$ cat config.mk
export PLATFORM = sky130hd
export DESIGN_NAME = nand_gate_out_responder
export DESIGN_NICKNAME = d
export VERILOG_FILES = /design/src/rtl/nand_gate_out_responder_pkg.sv /design/src/rtl/nand_gate_out_responder_fifo.sv /design/src/rtl/nand_gate_out_responder.sv
export SDC_FILE = /design/constraint.sdc
export NUM_CORES = 1
export LEC_CHECK = 0
export ABC_CLOCK_PERIOD_IN_PS = 4600
export BUFFER_PORTS_ARGS = -buffer_cell sky130_fd_sc_hd__buf_4
export CAP_MARGIN = 20
export CORE_MARGIN = 2
export CORE_UTILIZATION = 30
export DETAILED_ROUTE_END_ITERATION = 7
export GPL_ROUTABILITY_DRIVEN = 0
export GPL_TIMING_DRIVEN = 1
export PLACE_DENSITY = 0.48
export RECOVER_POWER = 25
export SLEW_MARGIN = 20
export SYNTH_ARGS = -nofsm -noshare
export SYNTH_HDL_FRONTEND = slang
export SYNTH_SLANG_ARGS = --single-unit
$ cat constraint.sdc
create_clock -name clk -period 4.6 [get_ports clk]
set_input_delay 0.23 -clock clk [delete_from_list [all_inputs] [get_ports clk]]
set_output_delay 0.23 -clock clk [all_outputs]
set_load 0.01 [all_outputs]
$ cat src/rtl/nand_gate_out_responder_pkg.sv
// Shared types, reset constants and sizing helpers for the nand_gate_out responder.
package nand_gate_out_pkg_hdl;

  localparam int unsigned NAND_GATE_IN_WIDTH = 8;

  typedef logic [NAND_GATE_IN_WIDTH-1:0] nand_gate_out_data_t;

  localparam nand_gate_out_data_t Y_RST         = '0;
  localparam int unsigned         TXN_COUNT_RST = 0;

  // Occupancy must represent 0..depth inclusive, hence one bit more than the pointer.
  function automatic int unsigned level_width(input int unsigned depth);
    return $clog2(depth) + 1;
  endfunction

endpackage

$ cat src/rtl/nand_gate_out_responder_fifo.sv
// Synchronous result FIFO: power-of-two depth, free-running wrapping pointers, explicit level.
module nand_gate_out_fifo
  import nand_gate_out_pkg_hdl::*;
#(
  parameter  int unsigned WIDTH = 8,
  parameter  int unsigned DEPTH = 4,
  localparam int unsigned LW    = level_width(DEPTH),
  localparam int unsigned AW    = $clog2(DEPTH)
) (
  input  logic             clk,
  input  logic             rst,
  input  logic             push,
  input  logic [WIDTH-1:0] din,
  input  logic             pop,
  output logic [WIDTH-1:0] dout,
  output logic [LW-1:0]    level,
  output logic             full,
  output logic             empty
);

  logic [WIDTH-1:0] mem [DEPTH];
  logic [AW-1:0]    wptr;
  logic [AW-1:0]    rptr;
  logic             do_push;
  logic             do_pop;

  assign full    = (level == LW'(DEPTH));
  assign empty   = (level == '0);
  assign do_push = push & ~full;
  assign do_pop  = pop & ~empty;
  assign dout    = mem[rptr];

  // NOTE: storage has no reset; stale entries are unreachable because level gates every read.
  always_ff @(posedge clk) begin
    if (do_push && !rst) mem[wptr] <= din;
  end

  // NOTE: all state uses non-blocking assignments so every register samples pre-edge values.
  always_ff @(posedge clk) begin
    if (rst) begin
      wptr  <= '0;
      rptr  <= '0;
      level <= '0;
    end else begin
      if (do_push) wptr <= wptr + AW'(1);
      if (do_pop)  rptr <= rptr + AW'(1);
      case ({do_push, do_pop})
        2'b10:   level <= level + LW'(1);
        2'b01:   level <= level - LW'(1);
        default: level <= level;
      endcase
    end
  end

endmodule

$ cat src/rtl/nand_gate_out_responder.sv
// Accepts a/b operands, buffers ~(a & b) in a FIFO and presents results on a valid/ready channel.
module nand_gate_out_responder
  import nand_gate_out_pkg_hdl::*;
#(
  parameter  int unsigned nand_gate_in_WIDTH = 8,
  parameter  int unsigned DEPTH              = 4,
  parameter  int unsigned COUNT_WIDTH        = 16,
  localparam int unsigned LW                 = level_width(DEPTH)
) (
  input  logic                          clk,
  input  logic                          rst,
  input  logic                          in_valid,
  output logic                          in_ready,
  input  logic [nand_gate_in_WIDTH-1:0] a,
  input  logic [nand_gate_in_WIDTH-1:0] b,
  output logic                          out_valid,
  input  logic                          out_ready,
  output logic [nand_gate_in_WIDTH-1:0] y,
  output logic [LW-1:0]                 level,
  output logic [COUNT_WIDTH-1:0]        txn_count
);

  logic [nand_gate_in_WIDTH-1:0] result;
  logic [nand_gate_in_WIDTH-1:0] head;
  logic                          full;
  logic                          empty;
  logic                          accept;
  logic                          consume;

  // in_ready depends only on registered occupancy, so a pop frees space one cycle later.
  assign in_ready  = ~rst & ~full;
  assign out_valid = ~empty;
  assign accept    = in_valid & in_ready;
  assign consume   = out_valid & out_ready;
  assign result    = ~(a & b);
  assign y         = out_valid ? head : nand_gate_in_WIDTH'(Y_RST);

  nand_gate_out_fifo #(
    .WIDTH (nand_gate_in_WIDTH),
    .DEPTH (DEPTH)
  ) u_fifo (
    .clk   (clk),
    .rst   (rst),
    .push  (accept),
    .din   (result),
    .pop   (consume),
    .dout  (head),
    .level (level),
    .full  (full),
    .empty (empty)
  );

  always_ff @(posedge clk) begin
    if (rst)          txn_count <= COUNT_WIDTH'(TXN_COUNT_RST);
    else if (consume) txn_count <= txn_count + COUNT_WIDTH'(1);
  end

endmodule
# Yosys cells after proc, flatten, opt, wreduce, memory -nomap -nowiden
# Memories as Yosys holds them, arrays and structs flattened. A register that Yosys moved wholly into a read port is not among the register bits.
# Cells that the tools add are included.
op_classes:
  n_addsub: 5
  mul: 0
  div: 0
  order_cmp: 0
  n_eq_ne: 3
  shift: 0
  n_mux: 6
  n_bitwise: 10
  n_reduce_logical: 4
op_table:
  columns: ["cell", "n"]
  rows:
  - ["$add A16 B1 Y16 const B", 1]
  - ["$and A8 B8 Y8", 1]
  - ["$mux W8", 1]
  - ["$not A8 Y8", 1]
  - ["$pmux W3 S2", 1]
  - ["$and A1 B1 Y1", 5]
  - ["$add A2 B1 Y2 const B", 2]
  - ["$mux W2", 2]
  - ["$add A3 B1 Y3 const B", 1]
  - ["$eq A3 B3 Y1 const B", 1]
  - ["$logic_not A3 Y1", 1]
  - ["$not A1 Y1", 3]
  - ["$sub A3 B1 Y3 const B", 1]
  - ["$eq A2 B1 Y1 const B", 1]
  - ["$eq A2 B2 Y1 const B", 1]
  - ["$mux W1", 2]
  - ["$reduce_bool A2 Y1", 1]
  - ["$logic_and A1 B1 Y1", 1]
  - ["$logic_not A1 Y1", 1]
word_totals:
  ff_bits: 23
  latchBits: 0
  ram_bits: 32
  mem_bits_ro: 0
  input_bits: 20
  output_inout_bits: 29
  word_cells: 33
  n_memories: 1
memory_table:
  columns: ["name", "depth", "width", "rd", "rd_ports_with_merged_regs", "wr", "line_no", "rtl"]
  rows:
  - ["u_fifo.mem", 4, 8, 1, 1, 1, "nand_gate_out_responder_fifo.sv:21", "logic [WIDTH-1:0] mem [DEPTH];"]

# Logic depth before layout (Yosys ltp)
logic_depth:
  word_depth: 8
  depth_mapped: 9
  depth_no_buf: 9

# Modules after synthesis
# Synthesis repeated with hierarchy kept, for this count alone.
hier_totals:
  cells_unflattened: 198
  area_unflattened_um2: 2478.6
modules_own_cells:
  columns: ["module", "n_inst", "cells_each", "area_each_um2", "seq_area_each_um2"]
  rows:
  - ["nand_gate_out_fifo", 1, 96, 1640.3, 1141.1]
  - ["nand_gate_out_responder", 1, 102, 838.3, 320.3]

# Worst setup path before layout
# Ideal clock, no wire load.
synth_path:
  path_kind: "register to register"
  from: "register u_fifo.level[0]"
  to: "register u_fifo.level[2]"
  setup_ps: 70
  arrival_time_ps: 2118
  required_ps: 4530
  setup_slack_ps: 2412
  stages_incl_launch_ff: 10
  n_path_buf: 0
  synth_period_minus_slack_ps: 2188
  cell_sequence: "dfxtp_1 -> nor2_1 -> a211oi_1 -> inv_1 -> ha_1 -> inv_1 -> fa_1 -> xor2_1 -> or3_1 -> a21oi_1"
synth_between:
  elab_chain_len: 7
  word_cells_on_any_way: 15
  classes_between: "add/sub: 2; eq/ne: 3; mux: 1; bitwise: 7; reduce/logical: 2"
synth_lines:
  columns: ["element", "line_no", "rtl"]
  rows:
  - ["start, declared", "nand_gate_out_responder_fifo.sv:16", "output logic [LW-1:0] level,"]
  - ["start signal, assigned", "nand_gate_out_responder_fifo.sv:48", "2'b10: level <= level + LW'(1);"]
  - ["start signal, assigned", "nand_gate_out_responder_fifo.sv:49", "2'b01: level <= level - LW'(1);"]
  - ["start signal, assigned", "nand_gate_out_responder_fifo.sv:50", "default: level <= level;"]
  - ["$eq A3 B3 Y1", "nand_gate_out_responder_fifo.sv:27", "assign full = (level == LW'(DEPTH));"]
  - ["$not A1 Y1", "nand_gate_out_responder_fifo.sv:29, nand_gate_out_responder.sv:31", null]
  - ["$and A1 B1 Y1", "nand_gate_out_responder.sv:31", "assign in_ready = ~rst & ~full;"]
  - ["$and A1 B1 Y1", "nand_gate_out_responder.sv:33", "assign accept = in_valid & in_ready;"]
  - ["$and A1 B1 Y1", "nand_gate_out_responder_fifo.sv:29", "assign do_push = push & ~full;"]
  - ["$eq A2 B1 Y1 or $eq A2 B2 Y1 (tied branches)", "nand_gate_out_responder_fifo.sv:47", "case ({do_push, do_pop})"]
  - ["$pmux W3 S2 or $reduce_bool A2 Y1 (tied branches)", null, null]
# Several ways; a longest one is shown, not always the timed one.
# A chain may end at the register's enable or synchronous reset.

# Worst setup path in the final report
# Same ends and word-level chain as after synthesis.

==> run_results.csv <==
group,metric,value,unit
clock_tree,clk_pin_slew,0.06,ns
sta,setup_tns,0,ns
worst_setup_path,critical_path_arrival,2.67,ns
hold_path,hold_depth,2,
floorplan,die_area,0.00873,mm²
floorplan,dieWidth,93.4,µm
drt,drt_first_pass_iters,4,
sta,setup_viol,0,
clock_tree,clk_path_buf_depth,2,
clock_tree,tritoncts,"built",
global_route,met1_usage,14.2,%
drt,wl,4.75,mm
logic_synthesis,synthCells,194,
power,p_clk_share,30.9,%
drt,ant_nets,0,
placement,post-dp-hpwl,3.20,mm
clock_tree,cts-hold-fix-buffers,0,
global_route,overflow,0,
logic_synthesis,synth_most_common_cell,"edfxtp_1",
sta,worstMarginPinSlew,0.769,ns
logic_synthesis,yosys-top-cells-count,"edfxtp_1, dfxtp_1, nor2_1",
power,cellPowerDensity,476,mW/mm²
sta,fmax,415,MHz
drt,viasPerCell,4.53,
hold_path,min_path_type,"in2reg",
global_route,grt_pass1_wl,7.69,mm
power,power_frac_seq,43.6,%
worst_setup_path,rrSetupSlack,2.19,ns
logic_synthesis,synth_edf_count,32,
clock_tree,numCtsBuffers,9,
logic_synthesis,syn_area,0.00240,mm²
sta,period_minus_slack,2.41,ns
sta,setup_ws,2.19,ns
logic_synthesis,syn_nets,221,
final_layout,post-route-util,39.6,%
final_layout,drive_gt1_share,28.1,%
logic_synthesis,synth-simple-area-share,14.9,%
logic_synthesis,ys.flop_type,"edfxtp_1",
placement,post_dp_cell_area,0.00287,mm²
logic_synthesis,synth-xor-area-share,5.11,%
global_route,grt-busiest-layer,"met2",
hold_path,hold_path.startpoint,"b[5]",
sta,hold_viol_final,0,
power,leakagePower,1.10,nW
logic_synthesis,synth_adder_area_share,3.96,%
logic_synthesis,synth_top_family_by_area,"simple AND/OR/NAND/NOR gates",
global_route,grt_pass1_vias,1567,
final_layout,diodes,0,
floorplan,fp.dieH,93.4,µm
hold_path,hold_end,"u_fifo.mem[0][5]",
drt,vias,1609,
power,pwr-share-comb,25.5,%
worst_setup_path,r2r_start,"u_fifo.level[0]",
clock_tree,cts_root_buf,"clkbuf_8",
sta,hold_slack,0.226,ns
sta,fin_skew,0.0124,ns
worst_setup_path,start_kind,"flip-flop",
drt,drt_iter0_markers,49,
floorplan,initial_core_util,31.1,%
logic_synthesis,synth_seq_area_share,60.9,%
job,drv_cap,0,
worst_setup_path,path_max_fanout,8,
global_route,grt_antenna_before_repair,0,
power,switchingPower,0.419,mW
final_layout,area_growth,27.6,%
global_route,grt_start_max_net_pins,27,
logic_synthesis,synth_area_leader_cell,"edfxtp_1",
run_status,status,"finished clean",
sta,period_share,52.3,%
drt,remaining_drc_errors,0,
floorplan,core,0.00773,mm²
logic_synthesis,synthArstFlopShare,0,%
global_route,met3_usage,6.04,%
worst_setup_path,path_class,"reg2reg",
logic_synthesis,synthMuxAreaShare,7.51,%
worst_setup_path,reg2reg_depth,9,
clock_tree,ctsHtreeMaxLevel,3,
power,swShare,28.8,%
clock_tree,cts-resized-gates,0,
final_layout,final_nets,275,
power,internal-power,1.04,mW
final_layout,design_area,0.00306,mm²
global_route,grtUsageTotal,11.9,%
clock_tree,clk_latency,0.33,ns
power,ir_drop,0.197,mV
logic_synthesis,netlist_top_cells_area,"edfxtp_1, dfxtp_1, mux4_2",
worst_setup_path,required,4.86,ns
placement,pre_cts_slack,2.20,ns
logic_synthesis,synth_top_cell_area_share,40.0,%
logic_synthesis,yosysUniqueCellTypes,30,
floorplan,ioPinCount,49,
placement,port_buffers,48,
sta,final_max_slew_viol_count,0,
sta,rsz0062_at_grt,"false",
floorplan,core.rowCount,32,
global_route,use_met2,18.4,%
worst_setup_path,endpoint_kind,"flip-flop",
logic_synthesis,synth_compound_area_share,4.90,%
worst_setup_path,r2r_end,"u_fifo.level[2]",
final_layout,n_fill_cell,753,
drt,wl_per_cell,13.4,µm
logic_synthesis,synth.avg_cell_area,12.4,µm²
sta,max_slew_margin,48.4,%
clock_tree,clkSinkCount,57,
logic_synthesis,yosysWarnings,0,
logic_synthesis,ys_ff_latch,57,
clock_tree,postCtsSetupRepairBufs,0,
power groups by stage:
| stage | Clock (mW) | Combinational, mW | Sequential [mW] |
|---|---|---|---|
| after floorplan | 0 | 0.234 | 0.621 |
| after global placement | 0 | 0.377 | 0.645 |
| after detailed placement | 0 | 0.379 | 0.647 |
| after CTS | 0.464 | 0.380 | 0.637 |
| after global routing | 0.489 | 0.411 | 0.645 |
| final | 0.451 | 0.371 | 0.635 |
critical path, cell delays in order, from the launching register on:
cell and delay (ns):
dfxtp_1 0.45, nor2_1 0.10, a211oi_1 0.68, inv_1 0.12
ha_1 0.23, inv_1 0.07, fa_1 0.17, xor2_1 0.07
or3_1 0.31, a21oi_1 0.14
cell usage in the layout, fill, tap and decap left out:
master      instances
o31ai_2             1
o21ai_1             1
inv_2               1
clkbuf_8           10
and4_1              1
o31ai_1             3
mux4_2              8
or4_1               2
nor3_1              1
clkbuf_4            8
ha_1                6
fa_1                1
xor2_1              7
xnor2_1             7
nor2b_1             8
nor2_1             18
nor4b_1             1
a21oi_1            10
nand2_1            17
clkbuf_1            2
clkinvlp_4          1
or3_1               6
and2_1              6
nand4_1             4
and3_1              1
nand3_1             4
bufinv_16           1
inv_1              10
a211oi_1            1
dfxtp_1            25
clkinv_1            2
nor4_1              2
o21ai_0             4
buf_4              41
edfxtp_1           32
per-layer routing:
metal	vias up	part of all wire (%)
li1	800	-
met1	759	46
met2	45	46
met3	5	7.1
met4	0	1.0
met5	-	0
flip-flops by register name, indices dropped and copies added, names as in the netlist, named ones only:
signal	flops
u_fifo.mem	32
u_fifo.level	3
txn_count	16
u_fifo.wptr	2
u_fifo.rptr	2
worst max-delay path by stage:
stage / from / depth (start not counted) / slack, ns / end
final: u_fifo.level[0] / 9 / 2.19 / u_fifo.level[2]
after global routing: u_fifo.level[0] / 9 / 1.93 / u_fifo.level[2]
after CTS: u_fifo.level[0] / 9 / 2.19 / u_fifo.level[2]
after detailed placement: u_fifo.level[0] / 9 / 2.20 / u_fifo.level[2]
after global placement: u_fifo.level[0] / 9 / 2.29 / u_fifo.level[2]
after floorplan: u_fifo.level[0] / 9 / 2.41 / u_fifo.level[2]
stage by stage:
step                      total power, mW  instances
final                                1.46        355
after global routing                 1.54        355
after CTS                            1.48        355
after detailed placement             1.03        339
after global placement               1.02        339
after floorplan                     0.855        194
layout make-up:
class | instances | area (µm²) | share of cell area, %
tap | 102 | 128 | 4.17
multi-input combinational | 120 | 873 | 28.5
clock inverter | 4 | 45.0 | 1.47
sequential | 57 | 1460 | 47.7
clock buffer | 12 | 145 | 4.74
timing repair buffer | 49 | 368 | 12.0
inverter | 11 | 41.3 | 1.35
logic make-up (layout without fill, tap and decap cells):
group / Yosys count / in the layout
muxes: 8 / 8
xor gates and xnor gates: 14 / 14
buffers and inverters: 17 / 76
DFF: 57 / 57
AOI/OAI and AO/OA: 20 / 20
adders and majority gates: 7 / 7
and+or+nand+nor: 71 / 71
(Power assumes the default switching activity.)
